### src/rtl/delivery_pkg.sv
// Shared types and constants for the delivery round scheduler.
package delivery_pkg;

   localparam int unsigned LVL_W = 2;

   // BCD tens-digit thresholds for the distance-to-speed map
   localparam logic [3:0] BCD_TENS_FAR = 4'd3;
   localparam logic [3:0] BCD_TENS_MID = 4'd2;
   localparam logic [3:0] BCD_TENS_NEAR = 4'd1;

   typedef enum logic [3:0] {
      ST_INICIAL = 4'd0,
      ST_PREPARA = 4'd1,
      ST_MEDE    = 4'd2,
      ST_ESPERA  = 4'd3,
      ST_JOGA    = 4'd4,
      ST_FIM     = 4'd5
   } state_t;

   // Closer obstacle -> faster scroll; only hundreds and tens digits matter
   function automatic logic [LVL_W-1:0] map_level(input logic [3:0] hundreds,
                                                  input logic [3:0] tens);
      if (hundreds != 4'd0 || tens >= BCD_TENS_FAR) return 2'd0;
      else if (tens == BCD_TENS_MID)                return 2'd1;
      else if (tens == BCD_TENS_NEAR)               return 2'd2;
      else                                          return 2'd3;
   endfunction

endpackage

### src/rtl/delivery_tick_timer.sv
// Loadable down-counter: clear loads period-1, enable counts down and
// reloads automatically, done pulses on the last cycle of each period.
module delivery_tick_timer #(
   parameter int unsigned CW = 25
) (
   input  logic          clock,
   input  logic          reset,
   input  logic [CW-1:0] period_i,
   input  logic          clear_i,
   input  logic          enable_i,
   output logic          done_o
);

   logic [CW-1:0] cnt_q, cnt_d;

   assign done_o = enable_i && (cnt_q == '0);

   // next count: load on clear, otherwise count down and wrap to the period
   always_comb begin
      cnt_d = cnt_q;
      if (clear_i) begin
         cnt_d = period_i - CW'(1);
      end else if (enable_i) begin
         cnt_d = (cnt_q == '0) ? (period_i - CW'(1)) : (cnt_q - CW'(1));
      end
   end

   // counter register
   always_ff @(posedge clock) begin
      if (!reset) cnt_q <= '0;
      else        cnt_q <= cnt_d;
   end

endmodule

### src/rtl/delivery_round_scheduler.sv
// Round sequencer for the delivery game: scroll ticks, periodic distance
// measurements with timeout, and distance-driven scroll speed.
module delivery_round_scheduler
   import delivery_pkg::*;
#(
   parameter int unsigned TICK_BASE     = 25_000_000,
   parameter int unsigned TICK_STEP     = 5_000_000,
   parameter int unsigned MEASURE_EVERY = 4,
   parameter int unsigned TIMEOUT       = 1_500_000,
   parameter int unsigned CW            = 25
) (
   input  logic             clock,
   input  logic             reset,
   input  logic             jogar,
   input  logic             game_over,
   input  logic             velocity_ready,
   input  logic [11:0]      medida,
   output logic             reset_out,
   output logic             count_map,
   output logic             get_velocity,
   output logic             pronto,
   output logic             meas_timeout,
   output logic [LVL_W-1:0] speed_level,
   output logic [3:0]       estado
);

   if (TICK_BASE <= 3 * TICK_STEP) begin : g_bad_tick_params
      $error("delivery_round_scheduler: TICK_BASE must exceed 3*TICK_STEP");
   end
   if (MEASURE_EVERY < 1 || TIMEOUT < 1) begin : g_bad_count_params
      $error("delivery_round_scheduler: MEASURE_EVERY and TIMEOUT must be >= 1");
   end

   localparam int unsigned SCW = (MEASURE_EVERY > 1) ? $clog2(MEASURE_EVERY) : 1;
   localparam logic [CW-1:0] BASE_C    = CW'(TICK_BASE);
   localparam logic [CW-1:0] STEP_C    = CW'(TICK_STEP);
   localparam logic [CW-1:0] TIMEOUT_C = CW'(TIMEOUT);
   localparam logic [SCW-1:0] LAST_SCROLL = SCW'(MEASURE_EVERY - 1);

   state_t           state_q, state_d;
   logic [LVL_W-1:0] level_q, level_d;
   logic [SCW-1:0]   scroll_q, scroll_d;
   logic             count_map_q, count_map_d;
   logic             get_velocity_q, get_velocity_d;
   logic             meas_timeout_q, meas_timeout_d;
   logic [CW-1:0]    scroll_period;
   logic             tick_done, wait_done;
   logic             unused_units;

   // units digit never affects the speed level
   assign unused_units = ^medida[3:0];

   // Period is taken from the next level so the timer loads the freshly
   // measured speed on the same edge that enters JOGA.
   assign scroll_period = BASE_C - (STEP_C * CW'(level_d));

   delivery_tick_timer #(.CW(CW)) u_scroll_timer (
      .clock    (clock),
      .reset    (reset),
      .period_i (scroll_period),
      .clear_i  (state_q != ST_JOGA),
      .enable_i (state_q == ST_JOGA),
      .done_o   (tick_done)
   );

   delivery_tick_timer #(.CW(CW)) u_wait_timer (
      .clock    (clock),
      .reset    (reset),
      .period_i (TIMEOUT_C),
      .clear_i  (state_q != ST_ESPERA),
      .enable_i (state_q == ST_ESPERA),
      .done_o   (wait_done)
   );

   // speed level: cleared at round start, updated by a valid measurement
   always_comb begin
      level_d = level_q;
      if (state_q == ST_PREPARA) begin
         level_d = '0;
      end else if (state_q == ST_ESPERA && velocity_ready && !game_over) begin
         level_d = map_level(medida[11:8], medida[7:4]);
      end
   end

   // next state and pulse decisions; game_over outranks tick and measurement
   always_comb begin
      state_d        = state_q;
      scroll_d       = scroll_q;
      count_map_d    = 1'b0;
      meas_timeout_d = 1'b0;
      case (state_q)
         ST_INICIAL: if (jogar) state_d = ST_PREPARA;
         ST_PREPARA: begin
            scroll_d = '0;
            state_d  = ST_MEDE;
         end
         ST_MEDE: state_d = game_over ? ST_FIM : ST_ESPERA;
         ST_ESPERA: begin
            if (game_over) begin
               state_d = ST_FIM;
            end else if (velocity_ready) begin
               state_d = ST_JOGA;
            end else if (wait_done) begin
               meas_timeout_d = 1'b1;
               state_d        = ST_JOGA;
            end
         end
         ST_JOGA: begin
            if (game_over) begin
               state_d = ST_FIM;
            end else if (tick_done) begin
               count_map_d = 1'b1;
               if (scroll_q == LAST_SCROLL) begin
                  scroll_d = '0;
                  state_d  = ST_MEDE;
               end else begin
                  scroll_d = scroll_q + SCW'(1);
               end
            end
         end
         ST_FIM: if (jogar) state_d = ST_PREPARA;
         default: state_d = ST_INICIAL;
      endcase
      // MEDE lasts exactly one cycle, so the request pulses on entry
      get_velocity_d = (state_d == ST_MEDE);
   end

   // state, level, scroll count and registered pulses
   always_ff @(posedge clock) begin
      if (!reset) begin
         state_q        <= ST_INICIAL;
         level_q        <= '0;
         scroll_q       <= '0;
         count_map_q    <= 1'b0;
         get_velocity_q <= 1'b0;
         meas_timeout_q <= 1'b0;
      end else begin
         state_q        <= state_d;
         level_q        <= level_d;
         scroll_q       <= scroll_d;
         count_map_q    <= count_map_d;
         get_velocity_q <= get_velocity_d;
         meas_timeout_q <= meas_timeout_d;
      end
   end

   assign reset_out    = (state_q == ST_PREPARA);
   assign pronto       = (state_q == ST_FIM);
   assign estado       = state_q;
   assign speed_level  = level_q;
   assign count_map    = count_map_q;
   assign get_velocity = get_velocity_q;
   assign meas_timeout = meas_timeout_q;

endmodule

### config.mk
export PLATFORM = sky130hd
export DESIGN_NAME = delivery_round_scheduler
export DESIGN_NICKNAME = d
export VERILOG_FILES = /design/src/rtl/delivery_pkg.sv /design/src/rtl/delivery_tick_timer.sv /design/src/rtl/delivery_round_scheduler.sv
export SDC_FILE = /design/constraint.sdc
export NUM_CORES = 1
export LEC_CHECK = 0
export CORE_MARGIN = 5
export CORE_UTILIZATION = 60
export CTS_CLUSTER_DIAMETER = 30
export CTS_CLUSTER_SIZE = 30
export DETAILED_ROUTE_END_ITERATION = 8
export GPL_TIMING_DRIVEN = 0
export PLACE_DENSITY = 0.88
export SLEW_MARGIN = 0
export SYNTH_ARGS = -nofsm -noshare
export SYNTH_HDL_FRONTEND = slang
export SYNTH_SLANG_ARGS = --single-unit
### constraint.sdc
create_clock -name clock -period 5.45 [get_ports clock]
set_input_delay 0.545 -clock clock [delete_from_list [all_inputs] [get_ports clock]]
set_output_delay 0.545 -clock clock [all_outputs]
set_load 0.05 [all_outputs]
==> flow_summary.yaml <==
floorplanning:
  core_mm2: 0.005075
  start_util_pct: 61.59
  die_x_um: 82.18
  die-area_mm2: 0.006753
  die_h_um: 82.18
  io_pins: 28
  rows: 26
pwr:
  clockPowerShare_pct: 44.4
  p_sw_share_pct: 23.14
  power_frac_comb_pct: 6.8
  ir_worst_vdd_v: 0.0001806
  powerDensity_mw_per_mm2: 265.6
  seqPwrFrac_pct: 48.8
  p_sw_w: 0.0002243
  internal_power_w: 0.0007449
  power.leakage_nw: 1.272
critical_path:
  critPathRequiredTime_ps: 4910
  cp-end-kind: "output port"
  startpoint_type: "flip-flop"
  crit_type: "reg2out"
  crit_fanout: 10
  arrival_ps: 2190
flow_run:
  cap_violations: 0
timing:
  hold_viol_final: 0
  rsz0062_at_grt: "no"
  slew_violations: 0
  setup_violations: 0
  whs_ps: 469.3
  fin_skew_ps: 7.838
  period_needed_ps: 2737
  tightest_slew_ps: 752.5
  fmax_mhz: 365.4
  relSlewSlack_pct: 49.73
  min_period_over_period_pct: 50.22
  setup_tns_ps: 0
clock_tree:
  cts_max_level: 3
  cts_resized: 0
  tritoncts: "done"
  cts_buffer_depth: 2
  root_buffer: "clkbuf_8"
  cts_buffers: 9
  hold_buffers: 0
  clock_latency_ps: 350
  clk_pin_slew_worst_paths_ps: 70
  clock_sinks: 61
  post_cts_buffers: 0
synthesis:
  synth_flop_cell: "dfxtp_1"
  synth_edf_count: 0
  synth_top_area_share_pct: 39.07
  netlist_top_cells_area: "dfxtp_1, xnor2_1, ha_1"
  synth_seq_cells: 61
  synth.distinct_cells: 53
  synth-async-reset-ratio_pct: 0
  yosysTopAreaCell: "dfxtp_1"
  avgSynthCellArea_um2: 8.854
  seq_area_frac_synth_pct: 39.07
  syn_inst: 353
  syn-num-nets: 384
  yosysWarnings: 0
  syn_area_mm2: 0.003125
global_route:
  grt_max_degree: 11
  grt_pass1_vias: 2729
  grt_pass1_wl_um: 11950
  antenna_found_initial: 0
  grt-ovfl-total: 0
  grt_use_total_pct: 22.98
cells_and_area:
  fillers: 376
  n_antenna_cell: 0
  finalNetCount: 418
  areaGrowthSynthToFinish_pct: 16.77
  regArea_mm2: 0.001221
  multiInputGateArea_mm2: 0.001794
  drive_gt1_share_pct: 9.949
detailed_routing:
  finalWirelength_um: 7111
  ant_nets: 0
  viasPerCell: 5.922
  drt_iter0_drc: 162
  vias: 2736
  drc: 0
  firstDrtPassIters: 4
  wl_per_cell_um: 15.39
place:
  port-buffer-count: 23
  gp_congestion: 0.8098
  hpwl_um: 4966
status:
  outcome: "completed"
worst_hold_path:
  min_path_type: "reg2reg"
[final cells by class]
cell class	instances	area share, %
Tap cell	70	2.400
Sequential cell	61	33.46
Multi-Input combinational cell	266	49.16
Timing Repair Buffer	23	6.308
Inverter	11	1.131
Clock inverter	5	2.057
Buffer	15	1.885
Clock buffer	11	3.600
[per-stage QoR]
step	instances	setup WS [ps]	utilization (%)	area [um2]	total power, W
after global routing	462	2510	71.92	3650	0.001003
final	462	2713	71.92	3650	0.0009693
after detailed placement	446	2495	67.85	3443	0.0005472
after floorplan	353	2918	-	3126	0.0005237
after CTS	462	2707	71.92	3650	0.0009718
after global placement	446	2596	67.85	3443	0.0005449
[power by group through the flow]
stage	Combinational, W	Clock (W)	Sequential, W
4_1_cts	0.0000660	0.000434	0.000472
5_1_grt	0.0000730	0.000456	0.000474
6_report	0.0000662	0.000430	0.000473
2_1_floorplan	0.0000414	0	0.000482
3_3_place_gp	0.0000636	0	0.000481
3_5_place_dp	0.0000650	0	0.000482
[critical path: stages (launching register included)]
cell and delay (ps):
dfxtp_1 330, buf_2 220, nor2b_1 210, nand2_1 190, inv_1 90, clkdlybuf4s50_1 800
[worst paths after layout]
| path | endpoint | from | cells after the start | slack, ps |
|---|---|---|---|---|
| worst max-delay path | reset_out | estado[0]$_SDFF_PN0_ | 5 | 2710 |
| worst min-delay path | u_wait_timer.cnt_q[0]$_SDFF_PN0_ | u_wait_timer.cnt_q[0]$_SDFF_PN0_ | 1 | 470 |
| worst max register to register | u_scroll_timer.cnt_q[11]$_SDFF_PN0_ | estado[3]$_SDFF_PN0_ | 10 | 2750 |
| worst min register to register | u_wait_timer.cnt_q[0]$_SDFF_PN0_ | u_wait_timer.cnt_q[0]$_SDFF_PN0_ | 1 | 470 |
[cell families after synthesis]
logic type / synth area share, %
multiplexers: 0.3203
other: 0.1200
flip-flops: 39.07
adder cells (fa/ha/maj): 5.605
XOR/XNOR: 12.33
AND/OR/NAND/NOR: 25.58
AO/OA/AOI/OAI: 13.45
buffers and inverters: 3.523
[synth_stat cells (2+ instances only)]
cell	n
nor4_1	12
xor2_1	6
nand4b_1	2
nor3b_1	2
a211oi_1	8
or3_1	7
buf_2	7
a21o_1	2
inv_1	11
nand3_1	5
nand2b_1	4
nand4_1	3
nor3_1	21
nor4_2	6
o31ai_1	5
o21ai_0	2
nor2_1	42
a21oi_1	33
o41ai_1	2
xnor2_1	38
ha_1	14
clkbuf_1	6
or4_1	5
dfxtp_1	61
nor3_2	2
a31oi_1	2
nand2_1	19
[state kept, by name, indices dropped and copies added (netlist names)]
signal,count
count_map,1
u_wait_timer.cnt_q,25
u_scroll_timer.cnt_q,25
speed_level,2
estado,4
get_velocity,1
meas_timeout,1
scroll_q,2
[placed cells by master (no fill, tap or decap), drive strengths merged, types with 3 or more instances in the layout]
cell            n
inv            11
clkdlybuf4s50  23
o31ai           5
nand2b          4
nor4           19
nand3           5
clkbuf         17
nor2           42
a211oi          8
a21oi          33
xor2            6
xnor2          38
nor3           23
or4             6
o21ai           3
nand2          19
or3             7
dfxtp          61
buf             9
clkinv          3
ha             14
nand4           3
[metal layers]
metal	up-vias	wire, um	global-route usage (%)	share of wire, %
met5	-	0	0	0
met4	0	114	10.80	1.6
met3	13	431	6.833	6.1
met2	90	3434	38.85	48
met1	1307	3130	26.59	44
li1	1326	-	-	-
Power figures use the tool's default switching activity.
